`config.mk`:
```
export PLATFORM = sky130hd
export DESIGN_NAME = pc_fetch_unit
export DESIGN_NICKNAME = d
export VERILOG_FILES = /design/src/rtl/cpu_pkg.sv /design/src/rtl/pc_next_sel.sv /design/src/rtl/pc_fetch_unit.sv
export SDC_FILE = /design/constraint.sdc
export NUM_CORES = 1
export LEC_CHECK = 0
export CAP_MARGIN = 20
export CELL_PAD_IN_SITES_DETAIL_PLACEMENT = 0
export CELL_PAD_IN_SITES_GLOBAL_PLACEMENT = 1
export CORE_MARGIN = 5
export CORE_UTILIZATION = 50
export DETAILED_ROUTE_END_ITERATION = 8
export DONT_BUFFER_PORTS = 1
export PLACE_DENSITY_LB_ADDON = 0.1
export REMOVE_ABC_BUFFERS = 1
export SLEW_MARGIN = 40
export SYNTH_ARGS = -nofsm -noshare
export SYNTH_HDL_FRONTEND = slang
export SYNTH_HIERARCHICAL = 1
export SYNTH_SLANG_ARGS = --single-unit
```
`constraint.sdc`:
```
create_clock -name clk -period 5.55 [get_ports clk]
set_input_delay 1.11 -clock clk [delete_from_list [all_inputs] [get_ports clk]]
set_output_delay 1.11 -clock clk [all_outputs]
set_load 0.005 [all_outputs]
```
`src/rtl/cpu_pkg.sv`:
```
// Shared CPU front-end definitions: instruction width, PC step and fetch FSM states.
package cpu_pkg;

    localparam int INSTR_W = 32;
    localparam int PC_INC  = 4;

    typedef enum logic [1:0] {
        FILL   = 2'd0,
        RUN    = 2'd1,
        BUBBLE = 2'd2
    } fetch_state_e;

endpackage

```
`src/rtl/pc_next_sel.sv`:
```
// Next-PC priority mux for the fetch stage: reset > redirect > stall > sequential step.
module pc_next_sel import cpu_pkg::*; #(
    parameter int                   PC_WIDTH = 32,
    parameter logic [PC_WIDTH-1:0]  RESET_PC = '0
) (
    input  logic                reset_i,
    input  logic                pcsrc_i,
    input  logic                stall_i,
    input  logic [PC_WIDTH-1:0] pc_i,
    input  logic [PC_WIDTH-1:0] target_i,
    output logic [PC_WIDTH-1:0] pc_next_o
);

    // Redirect targets are word-aligned by clearing the two byte-offset bits.
    localparam logic [PC_WIDTH-1:0] ALIGN_MASK = ~PC_WIDTH'(3);

    always_comb begin
        pc_next_o = pc_i + PC_WIDTH'(PC_INC);
        if (reset_i) begin
            pc_next_o = RESET_PC;
        end else if (pcsrc_i) begin
            pc_next_o = target_i & ALIGN_MASK;
        end else if (stall_i) begin
            pc_next_o = pc_i;
        end
    end

endmodule

```
`src/rtl/pc_fetch_unit.sv`:
```
// Instruction-fetch stage: owns the PC, drives the 1-cycle imem port and feeds IF/ID.
// Optional FETCH_PERF_CNT_EN adds saturating fetch/squash performance counters.
module pc_fetch_unit import cpu_pkg::*; #(
    parameter int                   PC_WIDTH = 32,
    parameter logic [PC_WIDTH-1:0]  RESET_PC = '0
) (
    input  logic                clk,
    input  logic                reset,
    input  logic                stall,
    input  logic                pcsrc,
    input  logic [PC_WIDTH-1:0] branch_target,
    output logic [PC_WIDTH-1:0] imem_addr,
    output logic                imem_en,
    input  logic [INSTR_W-1:0]  imem_rdata,
    output logic [PC_WIDTH-1:0] if_pc,
    output logic [INSTR_W-1:0]  if_instr,
    output logic                if_valid,
    output logic                flush_if_id,
    output logic                flush_id_ex,
`ifdef FETCH_PERF_CNT_EN
    output logic [31:0]         perf_fetch_cnt,
    output logic [31:0]         perf_squash_cnt,
`endif
    output fetch_state_e        dbg_state
);

    // Handshake: if_valid qualifies {if_pc, if_instr}; IF/ID takes it on a cycle with
    // stall=0; a redirect (pcsrc) squashes it and the following fetch via flush strobes.

    logic [PC_WIDTH-1:0] pc_q, pc_d;
    logic [PC_WIDTH-1:0] req_pc_q, req_pc_d;
    fetch_state_e        state_q, state_d;

    pc_next_sel #(
        .PC_WIDTH (PC_WIDTH),
        .RESET_PC (RESET_PC)
    ) u_pc_next_sel (
        .reset_i   (reset),
        .pcsrc_i   (pcsrc),
        .stall_i   (stall),
        .pc_i      (pc_q),
        .target_i  (branch_target),
        .pc_next_o (pc_d)
    );

    always_ff @(posedge clk or posedge reset) begin
        if (reset) begin
            pc_q     <= RESET_PC;
            req_pc_q <= RESET_PC;
            state_q  <= FILL;
        end else begin
            pc_q     <= pc_d;
            req_pc_q <= req_pc_d;
            state_q  <= state_d;
        end
    end

    // Every state advances the same way; the state only decides whether rdata is on-path.
    always_comb begin
        state_d     = state_q;
        req_pc_d    = req_pc_q;
        imem_en     = 1'b0;
        if_valid    = 1'b0;
        flush_if_id = 1'b0;
        flush_id_ex = 1'b0;
        if (pcsrc) begin
            state_d = BUBBLE;
        end else if (!stall) begin
            req_pc_d = pc_q;
            state_d  = RUN;
        end
        if (!reset) begin
            flush_if_id = pcsrc;
            flush_id_ex = pcsrc;
            imem_en     = !pcsrc && !stall;
            if_valid    = (state_q == RUN);
        end
    end

    assign imem_addr = pc_q;
    assign if_pc     = req_pc_q;
    assign if_instr  = imem_rdata;
    assign dbg_state = state_q;

`ifdef FETCH_PERF_CNT_EN
    logic [31:0] fetch_cnt_q, fetch_cnt_d;
    logic [31:0] squash_cnt_q, squash_cnt_d;

    always_comb begin
        fetch_cnt_d  = fetch_cnt_q;
        squash_cnt_d = squash_cnt_q;
        if (if_valid && !stall && (fetch_cnt_q != 32'hFFFF_FFFF)) begin
            fetch_cnt_d = fetch_cnt_q + 32'd1;
        end
        if (pcsrc && (squash_cnt_q != 32'hFFFF_FFFF)) begin
            squash_cnt_d = squash_cnt_q + 32'd1;
        end
    end

    always_ff @(posedge clk or posedge reset) begin
        if (reset) begin
            fetch_cnt_q  <= '0;
            squash_cnt_q <= '0;
        end else begin
            fetch_cnt_q  <= fetch_cnt_d;
            squash_cnt_q <= squash_cnt_d;
        end
    end

    assign perf_fetch_cnt  = fetch_cnt_q;
    assign perf_squash_cnt = squash_cnt_q;
`endif

endmodule

```
==> run_results.csv <==
group,metric,value,unit
outcome,status,"finished clean",
finish,final_common_cell,"dfrtp_1",
drt,dr.pass1.iters,4,
synth,synth_area,0.00370,mm^2
placed_design,gp_congestion,0.762,
critical_path,r2r_slack,3100,ps
finish,mostFrequentLayoutCells,"dfrtp_1 (66), mux2_4 (30), nor2_1 (26)",
placed_design,dpl.hpwl,7.05,mm
finish,num_antenna_cells,0,
min_path,hp-class,"flop to flop",
drt,ant_nets,0,
critical_path,critPathLaunchType,"input port",
drt,wl,10.2,mm
finish,nets,377,
synth,synth_top_area_frac,0.447,
clock_network,post-cts-setup-buffers,0,
min_path,worstHoldStart,"if_pc[29]$_DFFE_PP0P_",
critical_path,critPathMaxFanout,11,
finish,multi_input_area,0.00167,mm^2
sta,finalHoldViolCount,0,
drt,routed_via_density,6.46,
floorplanning,die-area,0.00921,mm^2
power_and_ir_drop,power_frac_comb,0.096,
grt,grt_max_degree,39,
critical_path,worstPathArrival,2860,ps
clock_network,cts-root-buf,"clkbuf_8",
power_and_ir_drop,pwr-share-seq,0.527,
finish,final_layout_size_suffix_gt1_frac,0.179,
sta,max_slew.worst_pin.slew,731,ps
drt,vias,2656,
power_and_ir_drop,p_switching,276,uW
clock_network,tritoncts,"done",
power_and_ir_drop,ir_worst_vdd,0.155,mV
min_path,worstHoldPathCells,1,
finish,fillers,670,
critical_path,reg2regPathDepth,5,
clock_network,h-tree-depth,3,
critical_path,path_class,"input port to flop",
finish,fin_area,0.00372,mm^2
finish,syn_to_final_growth,0.744,%
sta,min_period,2640,ps
power_and_ir_drop,pwr-share-clk,0.377,
drt,drc_errors,0,
synth,yosysSeqAreaShare,0.447,
floorplanning,ios,170,
power_and_ir_drop,p_per_area,297,mW/mm^2
synth,ys_types,50,
grt,grt_pass1_vias,2568,
floorplanning,die-height,96.0,um
min_path,hold-path-endpoint,"if_pc[29]$_DFFE_PP0P_",
synth,synth_flop_cell,"dfrtp_1",
clock_network,clockBufferDepth,2,
job,cap_violations,0,
clock_network,cts_hold_buffers,0,
sta,tns,0,ps
sta,slew_headroom,0.508,
grt,antenna_found_initial,0,
drt,first_iter_violations,132,
finish,final_cells,411,
sta,grt_setup_unrepaired,"no",
placed_design,placedCellCount,396,
synth,yosys.area.top_type,"dfrtp_1",
synth,netlist_top_cells_area,"dfrtp_1 (45%), mux2_4 (12%), buf_4 (6.7%)",
sta,finClkSkew,9.94,ps
sta,finalSetupViolCount,0,
sta,fmax,378,MHz
clock_network,cts_made_buffers,9,
synth,synth_edf_count,0,
critical_path,rr_endpoint,"imem_addr[18]$_DFF_PP0_",
clock_network,cts_resized,0,
drt,wl_per_cell,24.8,um
floorplanning,die_x,96.0,um
synth,synthCells,343,
power_and_ir_drop,p_int,828,uW
power_and_ir_drop,sw_frac_of_total,0.250,
grt,grt_pass1_wl,15.5,mm
floorplanning,rows,31,
critical_path,crit_path_end_kind,"flop",
power_and_ir_drop,power.leakage,1.56,nW
sta,min_period_over_period,0.476,
floorplanning,initial_utilization,0.512,
placed_design,placed_area,0.00352,mm^2
synth,ys_seq_elements,66,
sta,slew_violations,0,
grt,track_usage,0.228,
placed_design,io_buffers,0,
clock_network,clock_latency,340,ps
clock_network,clock_sinks,66,
floorplanning,core_area,0.00721,mm^2
sta,fin_hold_ws,541,ps
synth,yosysWarnings,6,
finish,seqCellArea,0.00165,mm^2
finish,utilization,0.516,
critical_path,reg2reg_from,"imem_addr[2]$_DFF_PP0_",
clock_network,clkTransAtPathRegs,60,ps
grt,grt-ovfl-total,0,
synth,async_flop_share,1.00,
synth,synth.avg_cell_area,10.8,um^2
critical_path,worstPathRequired,5760,ps
## cell families (layout without fill, tap and decap cells)
group / after synthesis / in the layout / share of synthesized area
simple gates: 119 / 119 / 0.187
buf+inv: 63 / 32 / 0.104
xor+xnor: 8 / 8 / 0.0190
flops: 66 / 66 / 0.447
compound gates: 53 / 53 / 0.109
fa+ha+maj: 1 / 1 / 0.00338
mux: 33 / 33 / 0.131
## power groups by stage
| stage | combinational, mW | clock [mW] | sequential [mW] |
|---|---|---|---|
| finish | 0.106 | 0.417 | 0.582 |
| floorplan | 0.0918 | 0 | 0.574 |
| detailed placement | 0.107 | 0 | 0.592 |
| CTS | 0.108 | 0.429 | 0.583 |
| global route | 0.117 | 0.449 | 0.590 |
| global placement | 0.105 | 0 | 0.591 |
## cells in the mapped netlist (2+ instances only)
library cell,count
a2111oi_0,5
a211oi_1,9
a21oi_1,4
a311oi_1,16
a31oi_1,2
and2_1,4
and3_1,4
and4_1,7
buf_1,2
buf_2,2
buf_4,33
buf_6,3
clkbuf_1,10
dfrtp_1,66
inv_1,12
mux2_2,2
mux2_4,30
nand2_1,14
nand3_1,9
nand4_1,11
nor2_1,26
nor2b_1,5
nor3_1,6
nor3b_1,2
nor4_1,10
o21ai_0,6
o31ai_1,5
or3_1,6
or4_1,5
xnor2_1,3
xor2_1,5
## state kept, by name, indices dropped and copies added (netlist names)
name	flops
if_pc	32
imem_addr	32
dbg_state	2
## worst max-delay path by stage
| stage | startpoint | end | cells after the start |
|---|---|---|---|
| after floorplan | stall | imem_addr[25]$_DFF_PP0_ | 4 |
| after global placement | stall | imem_addr[19]$_DFF_PP0_ | 4 |
| after detailed placement | stall | imem_addr[19]$_DFF_PP0_ | 4 |
| after CTS | stall | imem_addr[19]$_DFF_PP0_ | 4 |
| after global routing | stall | imem_addr[19]$_DFF_PP0_ | 4 |
| final | stall | imem_addr[19]$_DFF_PP0_ | 4 |
## critical path, cell delays in order
cell and delay (ps):
nand4b_2 300, or4_1 730, or3_1 380, a2111oi_1 330
## final cells by class
type,count,area share
Clock inverter,2,0.00941
Sequential cell,66,0.443
Multi-Input combinational cell,214,0.447
Tap cell,99,0.0333
Clock buffer,13,0.0453
Inverter,13,0.0131
Timing Repair Buffer,4,0.00806
## layer usage
| layer | up-vias | share of wire | wire [um] | GRT usage |
|---|---|---|---|---|
| met3 | 12 | 0.13 | 1360 | 0.145 |
| met4 | 2 | 0.013 | 130 | 0.0569 |
| met5 | - | 0.0046 | 47 | 0.0476 |
| met1 | 1327 | 0.45 | 4580 | 0.328 |
| li1 | 1177 | - | - | - |
| met2 | 138 | 0.40 | 4060 | 0.275 |
## stage by stage
step           total power, mW  setup slack [ps]
6_report                  1.10              2910
4_1_cts                   1.12              2930
3_3_place_gp             0.696              2600
2_1_floorplan            0.666              2580
3_5_place_dp             0.699              2590
5_1_grt                   1.16              2840
Note: power is estimated with default switching activity, not from simulation.
